--- config.mk ---
export PLATFORM = sky130hd
export DESIGN_NAME = ctrl_hazard
export DESIGN_NICKNAME = d
export VERILOG_FILES = /design/src/rtl/ctrl_hazard.sv
export SDC_FILE = /design/constraint.sdc
export NUM_CORES = 1
export LEC_CHECK = 0
export ABC_AREA = 1
export BUFFER_PORTS_ARGS = -buffer_cell sky130_fd_sc_hd__clkbuf_2
export CAP_MARGIN = 20
export CORE_MARGIN = 3
export CORE_UTILIZATION = 45
export CTS_CLUSTER_SIZE = 8
export DETAILED_ROUTE_END_ITERATION = 10
export GPL_ROUTABILITY_DRIVEN = 0
export GPL_TIMING_DRIVEN = 0
export PLACE_DENSITY = 0.69
export SLEW_MARGIN = 0
export SYNTH_ARGS = -nofsm -noshare
export SYNTH_HDL_FRONTEND = slang
export SYNTH_SLANG_ARGS = --single-unit
--- constraint.sdc ---
create_clock -name clk -period 1.7 [get_ports clk]
set_input_delay 0.255 -clock clk [delete_from_list [all_inputs] [get_ports clk]]
set_output_delay 0.255 -clock clk [all_outputs]
set_load 0.01 [all_outputs]
--- src/rtl/ctrl_hazard.sv ---
// rtl/ctrl_hazard.sv - ID/EX/MEM/WB hazard, freeze and flush sequencing controller
// Optional: `define CTRL_HAZARD_FWD_EN for load-use-only stalls plus EX operand forwarding.
module ctrl_hazard #(
  parameter int unsigned MEM_TIMEOUT = 15,
  parameter bit          WB_BYPASS   = 1'b1
) (
  input  logic        clk,
  input  logic        rst,
  input  logic        i_id_valid,
  input  logic [15:0] i_id_ir,
  input  logic        i_id_rs1_used,
  input  logic        i_id_rs2_used,
  input  logic        i_id_rd_we,
  input  logic        i_id_mem_rd,
  input  logic        i_id_mem_wr,
  input  logic        i_ex_branch_taken,
  input  logic        i_mem_ack,
  output logic        o_stall_if_id,
  output logic        o_bubble_ex,
  output logic        o_freeze,
  output logic        o_flush,
  output logic        o_mem_err,
  output logic [15:0] o_busy_regs,
  output logic [1:0]  o_fwd_a,
  output logic [1:0]  o_fwd_b
);

  typedef struct packed {
    logic       v;
    logic [3:0] rd;
    logic       we;
    logic       ld;
    logic       mem;
    logic [3:0] rs1;
    logic [3:0] rs2;
  } slot_t;

  typedef enum logic [1:0] {S_RUN, S_MEM_WAIT, S_MEM_ERR} state_t;

  localparam logic [7:0] TIMEOUT = 8'(MEM_TIMEOUT);

  state_t     state;
  logic [7:0] cnt;
  logic [7:0] cnt_inc;
  slot_t      ex_s, mem_s, wb_s, id_s;
  logic [3:0] rs1, rs2;
  logic       hit1, hit2, hz, wait_req, freeze, flush;
  logic       unused_bits;

  function automatic logic pend(input slot_t s, input logic [3:0] r);
    return s.v && s.we && (s.rd == r) && (r != 4'd0);
  endfunction

  assign rs1         = i_id_ir[7:4];
  assign rs2         = i_id_ir[3:0];
  assign unused_bits = ^{i_id_ir[15:12], wb_s.ld, wb_s.mem, wb_s.rs1, wb_s.rs2};

  always_comb begin
    id_s     = '0;
    id_s.v   = 1'b1;
    id_s.rd  = i_id_ir[11:8];
    id_s.we  = i_id_rd_we;
    id_s.ld  = i_id_mem_rd;
    id_s.mem = i_id_mem_rd | i_id_mem_wr;
    id_s.rs1 = rs1;
    id_s.rs2 = rs2;
  end

`ifdef CTRL_HAZARD_FWD_EN
  // Everything except a load result can be forwarded, so only load-use stalls.
  function automatic logic load_use(input slot_t s, input logic [3:0] r);
    return s.v && s.ld && (s.rd == r) && (r != 4'd0);
  endfunction

  function automatic logic [1:0] fwd_sel(input slot_t e, input slot_t m, input slot_t w,
                                         input logic [3:0] r);
    if (!e.v || r == 4'd0) return 2'b00;
    if (m.v && m.we && !m.ld && m.rd == r) return 2'b01;
    if (w.v && w.we && w.rd == r) return 2'b10;
    return 2'b00;
  endfunction

  assign hit1    = load_use(ex_s, rs1);
  assign hit2    = load_use(ex_s, rs2);
  assign o_fwd_a = fwd_sel(ex_s, mem_s, wb_s, ex_s.rs1);
  assign o_fwd_b = fwd_sel(ex_s, mem_s, wb_s, ex_s.rs2);
`else
  assign hit1    = pend(ex_s, rs1) || pend(mem_s, rs1) || (!WB_BYPASS && pend(wb_s, rs1));
  assign hit2    = pend(ex_s, rs2) || pend(mem_s, rs2) || (!WB_BYPASS && pend(wb_s, rs2));
  assign o_fwd_a = 2'b00;
  assign o_fwd_b = 2'b00;
`endif

  assign hz       = i_id_valid && ((i_id_rs1_used && hit1) || (i_id_rs2_used && hit2));
  assign wait_req = mem_s.v && mem_s.mem && !i_mem_ack;
  assign cnt_inc  = cnt + 8'd1;

  always_comb begin
    freeze = 1'b0;
    case (state)
      S_RUN:      freeze = wait_req;
      S_MEM_WAIT: freeze = !i_mem_ack;
      default:    freeze = 1'b0;
    endcase
  end

  assign flush         = i_ex_branch_taken && ex_s.v && !freeze;
  assign o_freeze      = freeze;
  assign o_flush       = flush;
  assign o_stall_if_id = freeze || (!flush && hz);
  assign o_bubble_ex   = !freeze && !flush && hz;
  assign o_mem_err     = (state == S_MEM_ERR);

  always_comb begin
    o_busy_regs = '0;
    for (int r = 1; r < 16; r++)
      o_busy_regs[r] = pend(ex_s, 4'(r)) || pend(mem_s, 4'(r)) || pend(wb_s, 4'(r));
  end

  // cnt counts freeze cycles already spent on the current access, the first one included.
  always_ff @(posedge clk) begin
    if (rst) begin
      state <= S_RUN;
      cnt   <= '0;
      ex_s  <= '0;
      mem_s <= '0;
      wb_s  <= '0;
    end else begin
      case (state)
        S_RUN: begin
          if (wait_req) begin
            cnt   <= 8'd1;
            state <= (TIMEOUT <= 8'd1) ? S_MEM_ERR : S_MEM_WAIT;
          end
        end
        S_MEM_WAIT: begin
          if (i_mem_ack) begin
            state <= S_RUN;
            cnt   <= '0;
          end else begin
            cnt <= cnt_inc;
            if (cnt_inc >= TIMEOUT) state <= S_MEM_ERR;
          end
        end
        S_MEM_ERR: begin
          state <= S_RUN;
          cnt   <= '0;
        end
        default: begin
          state <= S_RUN;
          cnt   <= '0;
        end
      endcase

      if (!freeze) begin
        wb_s <= mem_s;
        if (state == S_MEM_ERR) wb_s.we <= 1'b0;
        mem_s <= ex_s;
        ex_s  <= (i_id_valid && !hz && !flush) ? id_s : '0;
      end
    end
  end

endmodule

==> results.md <==
- The area of the multi-input gates is 0.00137 mm^2.
- Once detail routing completed, the nets flagged for antenna violations numbered 0.
- The hold buffer count at CTS is 0.
- The clock network latency to the later pin of the worst-skew pair is between 200 and 300 ps.
- The final reports fail on negative setup slack.
- The total negative slack for setup checks is -369 ps.
- The pre-antenna-repair detailed-routing pass consisted of 5 iterations.
- The run finished, with violations left.
- The area of all sequential standard cells is around 640 um^2.
- The quantity of I/O buffers inserted on ports is 41.
- The total CTS buffers is 5.
- Detailed placement finished with a half-perimeter wire length of 4.30 mm.
- Across every metal layer, demand over resource in global routing totals 22.4%.
- The tightest min-delay check is of the in2reg type.
- Dividing the synthesized area by the synthesized cell count gives 6.23 um^2.
- For the pin with the worst max-slew slack, the measured transition is around 590 ps.
- For the worst setup path, the data arrival time is 1550 ps.
- The flip-flop and latch count after synthesis is 30.
- The proportion of total power due to net switching is 26.5%.
- The count of synthesis-stage warnings from yosys is 0.
- The sequential power share is 50.0%.
- The total number of nets in the final design is around 440.
- In this run the vertical extent of the chip is ~74 um.
- The switching power summed over all nets is 388 uW.
- The maximum buffer depth of the clock tree is 2.
- The via count of the first global-routing pass was approximately 2100.
- The data required time of the critical path is approximately 1400 ps.
- The power density relative to cell area is between 500 and 600 mW/mm^2.
- Of all flip-flops after synthesis, the portion carrying an async set or reset was 0%.
- The number of H-tree levels is 2.
- The number of I/O pins is 51.
- The worst clock skew is between 5 and 6 ps.
- The number of clock sinks is 30.
- The first global-routing pass estimated approximately 9.7 mm of wire.
- For this run, the number of standard cells in the final layout without fillers is roughly 460.
- After detailed routing, the number of remaining DRC violations is 0.
- The worst setup path is captured at an output port.
- The total of fill cells in the finished design is about 420.
- The count of different cell masters after synthesis is 37.
- The post-route core utilization is around 63%.
- The number of vias after detailed routing is approximately 2500.
- The number of placement rows is 24.
- From left edge to right edge, the die measures roughly 74 um.
- The number of hold-slack violations in the final timing report is 0.
- The part of the total power dissipated in combinational logic is roughly 14%.
- Sequential elements use between 20 and 30% of the synthesized area.
- The fraction of layout cells with a size suffix above 1 is about a third.
- The area of all placed cells without fillers is 0.00280 mm^2.
- The element type at the critical path start is a register.
- The number of instances in the placed design is between 400 and 500.
- Setup violations remaining at the end of the flow were counted as 10.
- The floorplan step defined a core boundary enclosing around 0.0044 mm^2.
- The routed wire length is about 6.3 mm.
- Dividing the detail-routed via count by the number of cells gives roughly 5.3.
- The leakage dissipation is roughly 0.0014 uW.
- The root buffer cell chosen for the clock tree is clkbuf_8.
- In the final routed layout, each cell accounts on average for approximately 14 um.
- 0 antenna diodes ended up in the layout.
- The power consumption is 1470 uW.
- The area added between synthesis and finish is 33.7%.
- In the finished design, the share of the clock period the worst path needs comes to 106%.
- Across the VDD grid, the largest voltage drop is roughly 520 uV.
- The max-slew violation total from the final report is 0.
- The internal portion of the total power is about 1100 uW.
- Setup repair after global routing could not meet its margin everywhere.
- The gate count of the mapped netlist is approximately 340.
- The relative max-transition margin is 60.6%.
- The placed instances occupy a cell area of between 0.002 and 0.0025 mm^2.
- The die covers about 0.0055 mm^2.
- The largest net degree at the start of global routing is 11.
- Among all flip-flop cells after synthesis, the most frequent one is dfxtp_1.
- The starting DRC count in detailed routing is about 170.
- The setup path with the least slack is of type reg2out.
- For this run the aggregate overflow at the end of global routing stands at 0.
- The largest fanout on the critical path is 3.
- The final worst setup slack is -108 ps.
- In this run, synthesis inferred 0 flip-flops with an integrated enable.
- The clock tree from TritonCTS is yes.
- Max-cap violations in this run came to 0.
- After clock tree synthesis, the clock-pin slew on the worst setup and hold paths is approximately 60 ps.
- After layout, the minimum clock period comes to 1810 ps.
- The share of total power dissipated in the clock network is ~36%.
- The maximum clock frequency is around 550 MHz.
- The initial antenna violation count is 0.
- The cell area that synthesis handed to floorplanning was roughly 0.0021 mm^2.
- The initial cell density of the core is approximately 47%.
critical path: stages (launching register included):
cell and delay, ps:
dfxtp_4 370, nand2_4 70, clkinv_4 50, o21ai_0 70, nor2_1 120, nand2_1 70, nand2_2 80, nand2_4 50
nand2_2 80, nand3_2 70, nor2_2 100, buf_2 130
registers in the layout, summed over array words and instances (netlist names):
name and count:
cnt 8, ex_s 7, mem_s 7, wb_s 6, state 2
layout make-up:
| type | count | share of cell area, % |
|---|---|---|
| buffer | 10 | 2.82 |
| clock buffer | 7 | 2.73 |
| inverter | 38 | 5.82 |
| multi-input combinational | 260 | 48.8 |
| sequential | 30 | 22.9 |
| tap | 52 | 2.33 |
| timing repair buffer | 64 | 14.6 |
what timing repair did:
action,in CTS,in global routing
setup endpoints to repair,17,19
pin swaps,8,17
buffers inserted,7,15
gates cloned,0,1
gates resized for setup,29,35
cells in the final DEF (no fill, tap or decap), types with 3 or more instances in the layout:
master     n
nor2_1    35
o21ai_0   18
a21oi_1   16
nand4_1    7
inv_2      5
clkbuf_8   5
nor2_2     6
buf_4     27
clkbuf_2  35
dfxtp_1   18
nor3_1     5
inv_4      4
nand2_2    9
nand3_2    4
xor2_1     5
clkbuf_1   4
conb_1     5
inv_1     27
nand2_1   86
nand3_1   32
buf_2      6
nand2_4    5
nor3_4     3
dfxtp_4   10
o21ai_1    3
Yosys cell counts, types with 7 or more instances:
cell type | instances | area [um^2]
inv_1 | 30 | 113
a21oi_1 | 16 | 80.1
nor2_1 | 36 | 135
dfxtp_1 | 30 | 601
o21ai_0 | 19 | 95.1
nand2_1 | 90 | 338
nand4_1 | 7 | 43.8
nor3_1 | 10 | 50.1
inv_2 | 7 | 26.3
nand2_2 | 7 | 43.8
nand3_1 | 34 | 170
buf_4 | 8 | 60.1
routing by layer:
layer  up-vias  part of all wire (%)  track usage (%)
met3        17                   6.9             3.51
met2        96                    46             34.4
met5         -                     0                0
met1      1123                    45             31.5
li1       1222                     -                -
met4         0                   2.1             8.45
cells by family after synthesis:
group                    Yosys count  share of synthesized area (%)
AO/OA/AOI/OAI                     47                           12.6
XOR/XNOR                           8                           3.35
adder cells (fa/ha/maj)            2                           1.20
buffers and inverters             50                           10.9
flip-flops                        30                           28.7
other                              1                          0.179
AND/OR/NAND/NOR                  198                           43.1
path summary, 6_finish.rpt:
path,startpoint,endpoint,slack [ps],cells past startpoint
min reg2reg,ex_s[8],ex_s[8],470,2
max reg2reg,cnt[1],state[1],150,8
min,i_id_ir[11],ex_s[14],230,3
max,mem_s[10],o_bubble_ex,-110,11
power groups by stage:
stage | combinational, uW | sequential [uW] | clock (uW)
3_3_place_gp | 165 | 751 | 0
6_report | 200 | 733 | 533
5_1_grt | 222 | 735 | 558
3_5_place_dp | 166 | 751 | 0
4_1_cts | 179 | 738 | 539
2_1_floorplan | 110 | 747 | 0
through the flow:
step / hold slack, ps / setup WS, ps
global route: 241 / -190
detailed placement: 457 / -26.8
CTS: 235 / -108
global placement: 458 / -49.5
floorplan: 358 / 313
finish: 229 / -108
Note: power is estimated with default switching activity, not from simulation.
